**src/rtl/coeff_token_encoder.sv**
```systemverilog
// CAVLC coeff_token encoder (H.264 Table 9-5).
// Two-stage valid/ready pipeline: S1 registers and classifies the token,
// S2 holds the MSB-aligned codeword, its length and an error flag.
// A running bit counter totals the lengths of legal codewords emitted.
module coeff_token_encoder (
    input  logic        clk_i,
    input  logic        reset_i,
    input  logic        in_valid_i,
    output logic        in_ready_o,
    input  logic [4:0]  total_coeff_i,
    input  logic [1:0]  trailing_ones_i,
    input  logic [4:0]  nc_i,
    output logic        out_valid_o,
    input  logic        out_ready_i,
    output logic [15:0] code_word_o,
    output logic [4:0]  code_len_o,
    output logic        error_o,
    output logic [15:0] bit_count_o,
    input  logic        count_clear_i
);

    localparam logic [2:0] CLS_A  = 3'd0;  // 0 <= nC < 2
    localparam logic [2:0] CLS_B  = 3'd1;  // 2 <= nC < 4
    localparam logic [2:0] CLS_C  = 3'd2;  // 4 <= nC < 8
    localparam logic [2:0] CLS_D  = 3'd3;  // 8 <= nC <= 16, fixed length
    localparam logic [2:0] CLS_N1 = 3'd4;  // chroma DC 4:2:0
    localparam logic [2:0] CLS_N2 = 3'd5;  // chroma DC 4:2:2

    // VLC tables indexed by {TotalCoeff, TrailingOnes}. Each entry is the
    // code length and the code value right-aligned; entries with
    // TrailingOnes > TotalCoeff are unreachable and left at zero.
    // NOTE: these are constant ROMs, so there is no storage to reset; only
    // the pipeline registers below carry reset.
    localparam logic [4:0] LEN_A [0:67] = '{
        1, 0, 0, 0,    6, 2, 0, 0,    8, 6, 3, 0,    9, 8, 7, 5,
        10, 9, 8, 6,   11, 10, 9, 7,  13, 11, 10, 8, 13, 13, 11, 9,
        13, 13, 13, 10, 14, 14, 13, 11, 14, 14, 14, 13, 15, 15, 14, 14,
        15, 15, 15, 14, 16, 15, 15, 15, 16, 16, 16, 15, 16, 16, 16, 16,
        16, 16, 16, 16};
    localparam logic [3:0] VAL_A [0:67] = '{
        1, 0, 0, 0,    5, 1, 0, 0,    7, 4, 1, 0,    7, 6, 5, 3,
        7, 6, 5, 3,    7, 6, 5, 4,    15, 6, 5, 4,   11, 14, 5, 4,
        8, 10, 13, 4,  15, 14, 9, 4,  11, 10, 13, 12, 15, 14, 9, 12,
        11, 10, 13, 8, 15, 1, 9, 12,  11, 14, 13, 8, 7, 10, 9, 12,
        4, 6, 5, 8};
    localparam logic [4:0] LEN_B [0:67] = '{
        2, 0, 0, 0,    6, 2, 0, 0,    6, 5, 3, 0,    7, 6, 6, 4,
        8, 6, 6, 4,    8, 7, 7, 5,    9, 8, 8, 6,    11, 9, 9, 6,
        11, 11, 11, 7, 12, 11, 11, 9, 12, 12, 12, 11, 12, 12, 12, 11,
        13, 13, 13, 12, 13, 13, 13, 13, 13, 14, 13, 13, 14, 14, 14, 13,
        14, 14, 14, 14};
    localparam logic [3:0] VAL_B [0:67] = '{
        3, 0, 0, 0,    11, 2, 0, 0,   7, 7, 3, 0,    7, 10, 9, 5,
        7, 6, 5, 4,    4, 6, 5, 6,    7, 6, 5, 8,    15, 6, 5, 4,
        11, 14, 13, 4, 15, 10, 9, 4,  11, 14, 13, 12, 8, 10, 9, 8,
        15, 14, 13, 12, 11, 10, 9, 12, 7, 11, 6, 8,  9, 8, 10, 1,
        7, 6, 5, 4};
    localparam logic [4:0] LEN_C [0:67] = '{
        4, 0, 0, 0,    6, 4, 0, 0,    6, 5, 4, 0,    6, 5, 5, 4,
        7, 5, 5, 4,    7, 5, 5, 4,    7, 6, 6, 4,    7, 6, 6, 4,
        8, 7, 7, 5,    8, 8, 7, 6,    9, 8, 8, 7,    9, 9, 8, 8,
        9, 9, 9, 8,    10, 9, 9, 9,   10, 10, 10, 10, 10, 10, 10, 10,
        10, 10, 10, 10};
    localparam logic [3:0] VAL_C [0:67] = '{
        15, 0, 0, 0,   15, 14, 0, 0,  11, 15, 13, 0, 8, 12, 14, 12,
        15, 10, 11, 11, 11, 8, 9, 10, 9, 14, 13, 9,  8, 10, 9, 8,
        15, 14, 13, 13, 11, 14, 10, 12, 15, 10, 13, 12, 11, 14, 9, 12,
        8, 10, 13, 8,  13, 7, 9, 12,  9, 12, 11, 10, 5, 8, 7, 6,
        1, 4, 3, 2};
    localparam logic [4:0] LEN_N1 [0:19] = '{
        2, 0, 0, 0,    6, 1, 0, 0,    6, 6, 3, 0,    6, 7, 7, 6,
        6, 8, 8, 7};
    localparam logic [3:0] VAL_N1 [0:19] = '{
        1, 0, 0, 0,    7, 1, 0, 0,    4, 6, 1, 0,    3, 3, 2, 5,
        2, 3, 2, 0};
    localparam logic [4:0] LEN_N2 [0:35] = '{
        1, 0, 0, 0,    7, 2, 0, 0,    7, 7, 3, 0,    9, 7, 7, 5,
        9, 9, 7, 6,    10, 10, 9, 7,  11, 11, 10, 7, 12, 12, 11, 10,
        13, 12, 12, 11};
    localparam logic [3:0] VAL_N2 [0:35] = '{
        1, 0, 0, 0,    15, 1, 0, 0,   14, 13, 1, 0,  7, 12, 11, 1,
        6, 5, 10, 1,   7, 6, 4, 9,    7, 6, 5, 8,    7, 6, 5, 4,
        7, 5, 4, 4};

    logic        s1_valid_q;
    logic [4:0]  s1_tc_q;
    logic [1:0]  s1_t1_q;
    logic [2:0]  s1_cls_q, s1_cls_d;
    logic        s1_legal_q, s1_legal_d;
    logic        out_valid_q;
    logic [15:0] code_word_q, code_word_d;
    logic [4:0]  code_len_q, code_len_d;
    logic        error_q, error_d;
    logic [15:0] bit_count_q, bit_count_d;
    logic        s2_adv;
    logic [6:0]  idx;
    logic [4:0]  ent_len;
    logic [3:0]  ent_val;
    logic [4:0]  tc_m1;

    assign s2_adv      = !out_valid_q || out_ready_i;
    assign in_ready_o  = !s1_valid_q || s2_adv;
    assign out_valid_o = out_valid_q;
    assign code_word_o = code_word_q;
    assign code_len_o  = code_len_q;
    assign error_o     = error_q;
    assign bit_count_o = bit_count_q;

    // Classify the incoming token by nC and check it against the table limits.
    // NOTE: every always_comb output gets a default first so no path leaves a
    // value unassigned and infers a latch.
    always_comb begin
        s1_cls_d   = CLS_D;
        s1_legal_d = 1'b1;
        if (nc_i == 5'd30)      s1_cls_d = CLS_N1;
        else if (nc_i == 5'd31) s1_cls_d = CLS_N2;
        else if (nc_i < 5'd2)   s1_cls_d = CLS_A;
        else if (nc_i < 5'd4)   s1_cls_d = CLS_B;
        else if (nc_i < 5'd8)   s1_cls_d = CLS_C;
        else if (nc_i > 5'd16)  s1_legal_d = 1'b0;
        if ({3'b000, trailing_ones_i} > total_coeff_i) s1_legal_d = 1'b0;
        if (total_coeff_i > 5'd16)                      s1_legal_d = 1'b0;
        if (s1_cls_d == CLS_N1 && total_coeff_i > 5'd4) s1_legal_d = 1'b0;
        if (s1_cls_d == CLS_N2 && total_coeff_i > 5'd8) s1_legal_d = 1'b0;
    end

    // Table lookup of the S1 token into an MSB-aligned codeword.
    always_comb begin
        idx         = s1_legal_q ? {s1_tc_q, s1_t1_q} : 7'd0;
        tc_m1       = s1_tc_q - 5'd1;
        ent_len     = 5'd0;
        ent_val     = 4'd0;
        code_word_d = 16'h0000;
        code_len_d  = 5'd0;
        error_d     = !s1_legal_q;
        case (s1_cls_q)
            CLS_A:   begin ent_len = LEN_A[idx];       ent_val = VAL_A[idx];       end
            CLS_B:   begin ent_len = LEN_B[idx];       ent_val = VAL_B[idx];       end
            CLS_C:   begin ent_len = LEN_C[idx];       ent_val = VAL_C[idx];       end
            CLS_N1:  begin ent_len = LEN_N1[idx[4:0]]; ent_val = VAL_N1[idx[4:0]]; end
            CLS_N2:  begin ent_len = LEN_N2[idx[5:0]]; ent_val = VAL_N2[idx[5:0]]; end
            default: ;
        endcase
        if (s1_legal_q) begin
            if (s1_cls_q == CLS_D) begin
                code_len_d  = 5'd6;
                code_word_d = (s1_tc_q == 5'd0) ? 16'h0C00 : {tc_m1[3:0], s1_t1_q, 10'b0};
            end else begin
                code_len_d  = ent_len;
                code_word_d = {12'b0, ent_val} << (5'd16 - ent_len);
            end
        end
    end

    // Emitted-bit counter; a clear wins over a concurrent beat.
    always_comb begin
        bit_count_d = bit_count_q;
        if (count_clear_i)
            bit_count_d = 16'h0000;
        else if (out_valid_q && out_ready_i && !error_q)
            bit_count_d = bit_count_q + {11'b0, code_len_q};
    end

    // Pipeline registers: S2 loads from S1 when free or drained, S1 loads on accept.
    // NOTE: non-blocking assignments so every register samples pre-edge values,
    // which is what lets S1 hand over to S2 and reload in the same cycle.
    always_ff @(posedge clk_i) begin
        if (reset_i) begin
            s1_valid_q  <= 1'b0;
            s1_tc_q     <= 5'd0;
            s1_t1_q     <= 2'd0;
            s1_cls_q    <= CLS_A;
            s1_legal_q  <= 1'b0;
            out_valid_q <= 1'b0;
            code_word_q <= 16'h0000;
            code_len_q  <= 5'd0;
            error_q     <= 1'b0;
            bit_count_q <= 16'h0000;
        end else begin
            if (s2_adv) begin
                out_valid_q <= s1_valid_q;
                if (s1_valid_q) begin
                    code_word_q <= code_word_d;
                    code_len_q  <= code_len_d;
                    error_q     <= error_d;
                end
            end
            if (in_ready_o) begin
                s1_valid_q <= in_valid_i;
                if (in_valid_i) begin
                    s1_tc_q    <= total_coeff_i;
                    s1_t1_q    <= trailing_ones_i;
                    s1_cls_q   <= s1_cls_d;
                    s1_legal_q <= s1_legal_d;
                end
            end
            bit_count_q <= bit_count_d;
        end
    end

endmodule
```
**config.mk**
```make
export PLATFORM = sky130hd
export DESIGN_NAME = coeff_token_encoder
export DESIGN_NICKNAME = d
export VERILOG_FILES = /design/src/rtl/coeff_token_encoder.sv
export SDC_FILE = /design/constraint.sdc
export NUM_CORES = 1
export LEC_CHECK = 0
export CORE_MARGIN = 2
export CORE_UTILIZATION = 56
export CTS_BUF_LIST = sky130_fd_sc_hd__clkbuf_2
export CTS_CLUSTER_DIAMETER = 60
export DETAILED_ROUTE_END_ITERATION = 12
export HOLD_SLACK_MARGIN = 0.08
export PLACE_DENSITY = 0.83
export SYNTH_ARGS = -nofsm -noshare
export SYNTH_HDL_FRONTEND = slang
export SYNTH_SLANG_ARGS = --single-unit
```
**constraint.sdc**
```tcl
create_clock -name clk_i -period 5.85 [get_ports clk_i]
set_input_delay 1.17 -clock clk_i [delete_from_list [all_inputs] [get_ports clk_i]]
set_output_delay 1.17 -clock clk_i [all_outputs]
set_load 0.01 [all_outputs]
```
==> results.yml, run 1 <==
sta:
  rsz0062_at_grt: "no"
  worst_slew_pin_slew_ps: 1130
  setup_viol: 0
  period_needed_ps: 4810
  fin_skew_ps: 44.0
  clock.fmax_mhz: 208
  maxSlewViolCount: 0
  slew_headroom: 0.236
  post-route-period-util: 0.821
  tns_ps: 0
  finalHoldViolCount: 0
  hold_ws_ps: 490
critical_path:
  crit_path_max_incr_delay_ps: 740
  worstSetupPathType: "reg -> reg"
  timing.critical_path.to: "code_word_o[9]"
  crit_path_start: "s1_legal_q"
  timing.rr.start: "s1_legal_q"
  critical_path_arrival_ps: 5240
  cp-start-kind: "flop"
  worst-path-stages: 14
  crit_family: "simple AND/OR/NAND/NOR gates"
  cp-end-kind: "flop"
  crit_chain: "buf_4 > nand2_1 > ha_1 > inv_1 > a221o_1 > nor4_1 > o21bai_1 > nand2_1 > inv_1 > ha_1 > clkinv_1 > nor4_1 > mux2i_1 > o31ai_2"
  cp_max_fo: 18
  crit_buf_inv: 4
  worstPathRequired_ps: 6290
  rr_worst_depth: 14
  reg2reg_slack_ps: 1040
  timing.rr.end: "code_word_o[9]"
  crit_path_top_delay_cell: "ha_1"
floorplanning:
  placementRows: 37
  dieArea_sq_um: 11400
  dieHeight_um: 107
  start_util: 0.575
  dieWidth_um: 107
  ios: 57
  core_sq_um: 10300
detailed_routing:
  drtIter0Drc: 1272
  vias: 7045
  routed_wl_mm: 23.1
  viasPerCell: 7.31
  remaining_drc_errors: 0
  ant_nets: 0
  routedWlPerCell_um: 23.9
  firstDrtPassIters: 12
clock_tree:
  post_cts.repair.setup_buffers: 0
  clkLatencyLatePin_ps: 480
  clock_sinks: 51
  cts-htree-levels: 2
  worst_setup_hold_path_clk_slew_ps: 280
  clockRootBuffer: "clkbuf_2"
  cts_tree: "built"
  cts_buffer_depth: 2
  cts_resized: 0
  hold_buffers: 0
  numCtsBuffers: 5
layout:
  layout_commonest_cell: "nand2_1"
  fillers: 963
  utilization: 0.622
  regArea_sq_um: 1020
  final_cells: 964
  syn2layout_area_growth_pct: 8.08
  drive_gt1_frac: 0.0931
  final_cell_mix: "81 x nand2_1, 80 x nor2_1, 69 x a21oi_1, 56 x clkdlybuf4s50_1, 48 x dfxtp_1"
  nets: 862
  multiInputGateArea_sq_um: 4360
place:
  dpl.hpwl_mm: 16.3
  place_congestion: 1.12
  dp.cells: 956
  io_buffers: 56
yosys:
  synth_edf_count: 0
  yosysSeqAreaShare: 0.173
  syn-instance-count: 817
  ys.flop_type: "dfxtp_1"
  synthArstFlopShare: 0
  synth_fp_nets: 852
  netlist_area_sq_um: 5910
  avgSynthCellArea_sq_um: 7.24
  ys_ff_latch: 51
  synth.yosys.warnings: 0
  yosysUniqueCellTypes: 103
min_path:
  hp-class: "reg -> reg"
  hold_depth: 2
global_routing:
  gr-total-overflow: 0
  antenna_found_initial: 1
  track_usage: 0.401
  grt_pass1_vias: 6606
  grt_max_degree: 53
  grt_pass1_wl_mm: 36.1
power:
  peakVddDrop_mv: 0.126
  p_leak_nw: 2.17
  pwr_density_cell_nw_per_um2: 135
run_status:
  status: "finished clean"
job:
  drv_cap: 0
flip-flops by register name (all words and copies together), names as in the netlist:
name	cells
s1_cls_q	3
out_valid_o	1
s1_tc_q	5
error_o	1
s1_valid_q	1
code_len_o	5
bit_count_o	16
code_word_o	16
s1_legal_q	1
s1_t1_q	2
final cells by class:
type                    count  area share
repair buffers             75       0.110
diodes                      1    0.000391
flip-flops and latches     51       0.160
clock buffers               5     0.00391
well taps                 136      0.0266
multi-input cells         669       0.682
inverters                  25      0.0147
clock inverters             2     0.00215
through the flow:
step	cell area (sq um)	setup slack (ps)	power (mW)
after floorplan	5910	1710	0.618
after global placement	6350	1500	0.698
after detailed placement	6350	1270	0.704
after CTS	6390	1250	0.846
after global routing	6390	904	0.895
final	6390	1040	0.863
per-layer routing:
| layer | share of wire | GRT usage |
|---|---|---|
| met1 | 0.38 | 0.528 |
| met2 | 0.42 | 0.587 |
| met3 | 0.14 | 0.123 |
| met4 | 0.055 | 0.207 |
| met5 | 0 | 0 |
cells by family after synthesis:
logic type,share of synthesized area
xor+xnor,0.0307
flops,0.173
buf+inv,0.0903
simple gates,0.308
fa+ha+maj,0.0393
compound gates,0.316
mux,0.0434
cell usage after synthesis (4+ instances only):
| cell | count | area, sq um |
|---|---|---|
| nand4_1 | 8 | 50.1 |
| o21bai_1 | 4 | 30.0 |
| buf_2 | 19 | 95.1 |
| nor3_1 | 20 | 100 |
| a21o_1 | 7 | 52.6 |
| ha_1 | 17 | 213 |
| nor2_1 | 80 | 300 |
| o21ai_1 | 6 | 30.0 |
| o31ai_1 | 6 | 45.0 |
| nor4_1 | 12 | 75.1 |
| nand3_1 | 28 | 140 |
| and3b_1 | 4 | 35.0 |
| a2111oi_0 | 7 | 61.3 |
| xor2_1 | 11 | 96.3 |
| a211oi_1 | 14 | 105 |
| or3_1 | 6 | 37.5 |
| and2_1 | 10 | 62.6 |
| mux2i_1 | 17 | 170 |
| dfxtp_1 | 51 | 1020 |
| o221ai_1 | 6 | 52.6 |
| a22oi_1 | 5 | 37.5 |
| nor2b_1 | 19 | 119 |
| buf_6 | 16 | 180 |
| nand3b_1 | 11 | 82.6 |
| and3_1 | 5 | 31.3 |
| clkbuf_1 | 28 | 105 |
| o21ai_0 | 39 | 195 |
| nor3b_1 | 5 | 37.5 |
| inv_1 | 22 | 82.6 |
| nand2b_1 | 19 | 119 |
| o211ai_1 | 16 | 120 |
| a21oi_1 | 69 | 345 |
| buf_4 | 7 | 52.6 |
| a221oi_1 | 9 | 78.8 |
| or2_2 | 6 | 37.5 |
| o32ai_1 | 4 | 35.0 |
| a31oi_1 | 13 | 81.3 |
| nand2_1 | 81 | 304 |
| xnor2_1 | 6 | 52.6 |
worst min path at each step:
stage / startpoint / slack (ps) / to
finish: code_word_o[1] / 490 / code_word_o[1]
floorplan: code_word_o[3] / 480 / code_word_o[3]
CTS: code_word_o[1] / 490 / code_word_o[1]
global placement: code_word_o[3] / 450 / code_word_o[3]
global route: code_word_o[1] / 490 / code_word_o[1]
detailed placement: code_word_o[7] / 460 / code_word_o[7]
worst reg2reg max path, stage by stage (launching register included):
cell and delay (ps):
dfxtp_1 360, buf_4 190, nand2_1 200, ha_1 740
inv_1 230, a221o_1 440, nor4_1 460, o21bai_1 230
nand2_1 230, inv_1 120, ha_1 440, clkinv_1 280
nor4_1 480, mux2i_1 170, o31ai_2 220
where the power goes:
group	internal [mW]	total, mW	switching, mW
sequential	0.356	0.380	0.0244
combinational	0.120	0.337	0.217
clock	0.0273	0.146	0.118
total	0.503	0.863	0.360
Power figures use the tool's default switching activity.
==> run 2, diff against run 1 <==
CORE_UTILIZATION = 55   (was 56)
PLACE_DENSITY = 0.85   (was 0.83)
clock period = 4.1 ns   (was 5.85 ns; I/O delays follow)
==> run 2 against run 1 <==
Sequential share of layout area shrank 0.85 points. Core utilization grew 2.9 points. Routed wire length shrank 1.7%. First-iteration DRC count shrank 2.5%. Critical path type unchanged. Largest cell class unchanged. Die area grew 1.8%.
==> results.yml, run 2 (synthesis results as in run 1) <==
clock_tree:
  worst_setup_hold_path_clk_slew_ps: 290
  cts-htree-levels: 2
  numCtsBuffers: 5
  clock_sinks: 51
  clkLatencyLatePin_ps: 450
  hold_buffers: 0
  cts_buffer_depth: 2
  cts_tree: "built"
  post_cts.repair.setup_buffers: 0
  clockRootBuffer: "clkbuf_2"
critical_path:
  worstSetupPathType: "reg -> reg"
  cp_max_fo: 9
  cp-start-kind: "flop"
  critical_path_arrival_ps: 4240
  crit_path_start: "s1_legal_q"
  crit_chain: "nand2_1 > inv_1 > ha_1 > and2_1 > nor2_1 > a31oi_1 > o2111ai_1 > and4_2 > nand2_1 > inv_1 > ha_1 > clkinv_2 > mux4_2 > a221oi_2 > nor3_1"
  crit_path_max_incr_delay_ps: 480
  cp-end-kind: "flop"
  worstPathRequired_ps: 4460
  crit_path_top_delay_cell: "ha_1"
  timing.rr.start: "s1_legal_q"
detailed_routing:
  drtIter0Drc: 1240
  ant_nets: 0
  remaining_drc_errors: 0
  routed_wl_mm: 22.7
  vias: 6976
  viasPerCell: 6.97
  routedWlPerCell_um: 22.7
  firstDrtPassIters: 7
layout:
  multiInputGateArea_sq_um: 4400
  final_cells: 1001
  regArea_sq_um: 1020
  diodes: 0
  layout_commonest_cell: "nand2_1"
  fillers: 907
  drive_gt1_frac: 0.140
  nets: 900
  syn2layout_area_growth_pct: 14.1
  final_cell_mix: "81 x nand2_1, 80 x nor2_1, 69 x a21oi_1, 56 x clkdlybuf4s50_1, 56 x buf_4"
floorplanning:
  dieArea_sq_um: 11600
  dieHeight_um: 108
  ios: 57
  placementRows: 37
  start_util: 0.570
  dieWidth_um: 108
  core_sq_um: 10400
sta:
  worst_slew_pin_slew_ps: 1010
  fin_skew_ps: 45.0
  rsz0062_at_grt: "no"
  post-route-period-util: 0.946
  clock.fmax_mhz: 258
  finalHoldViolCount: 0
  slew_headroom: 0.318
  setup_viol: 0
  period_needed_ps: 3880
  tns_ps: 0
  maxSlewViolCount: 0
place:
  dpl.hpwl_mm: 16.6
  io_buffers: 56
  dp.cells: 994
  place_congestion: 1.13
global_routing:
  gr-total-overflow: 0
  track_usage: 0.386
  grt_max_degree: 54
  grt_pass1_vias: 6313
  antenna_found_initial: 0
  grt_pass1_wl_mm: 34.9
run_status:
  status: "finished clean"
min_path:
  hp-class: "reg -> reg"
  worstHoldStart: "code_word_o[0]"
power:
  p_leak_nw: 2.38
  pwr_density_cell_nw_per_um2: 196
  p_total_mw: 1.32
  peakVddDrop_mv: 0.172
job:
  drv_cap: 0
-- run 2: final cells by class --
type                    count  area share
multi-input cells         669       0.651
flip-flops and latches     51       0.152
repair buffers            113       0.148
well taps                 136      0.0252
inverters                  25      0.0141
clock inverters             2     0.00556
clock buffers               5     0.00371
-- run 2: where the power goes --
| part | switching (mW) | total, mW | internal, mW | leakage (nW) |
|---|---|---|---|---|
| Clock | 0.164 | 0.263 | 0.0994 | 0.0350 |
| Combinational | 0.329 | 0.529 | 0.200 | 1.93 |
| Sequential | 0.0245 | 0.532 | 0.508 | 0.415 |
-- run 2: worst paths after layout --
check	endpoint	slack [ps]	depth (start not counted)
max	code_word_o[11]	220	15
min	code_word_o[0]	470	2
max reg2reg	code_word_o[11]	220	15
min reg2reg	code_word_o[0]	470	2
-- run 2: per-layer routing --
metal,routed length [um],track usage,vias up
met4,1290,0.201,0
met5,0,0,-
met3,3180,0.118,133
met2,9230,0.547,579
li1,-,-,3132
met1,8980,0.521,3132
-- run 2: per-stage QoR --
step / setup slack [ps] / cell area [sq um] / hold slack [ps] / util
2_1_floorplan: 27.6 / 5930 / 476 / -
3_3_place_gp: 335 / 6670 / 441 / 0.643
3_5_place_dp: 244 / 6670 / 448 / 0.643
4_1_cts: 233 / 6730 / 475 / 0.649
5_1_grt: 14.8 / 6750 / 488 / 0.651
6_report: 220 / 6750 / 473 / 0.651
-- run 2: repair_timing --
action                                  4_1_cts  5_1_grt
endpoints found under the hold margin         0        0
endpoints found under the setup margin        0        3
resized for setup                             0        4
-- run 2: worst max-delay path, delay by kind of cell, from the launching register on --
kind | cells | cell delay, ps
buffers and inverters | 3 | 490
AO/OA/AOI/OAI | 3 | 620
flip-flops | 1 | 400
AND/OR/NAND/NOR | 6 | 980
multiplexers | 1 | 390
adder cells (fa/ha/maj) | 2 | 940
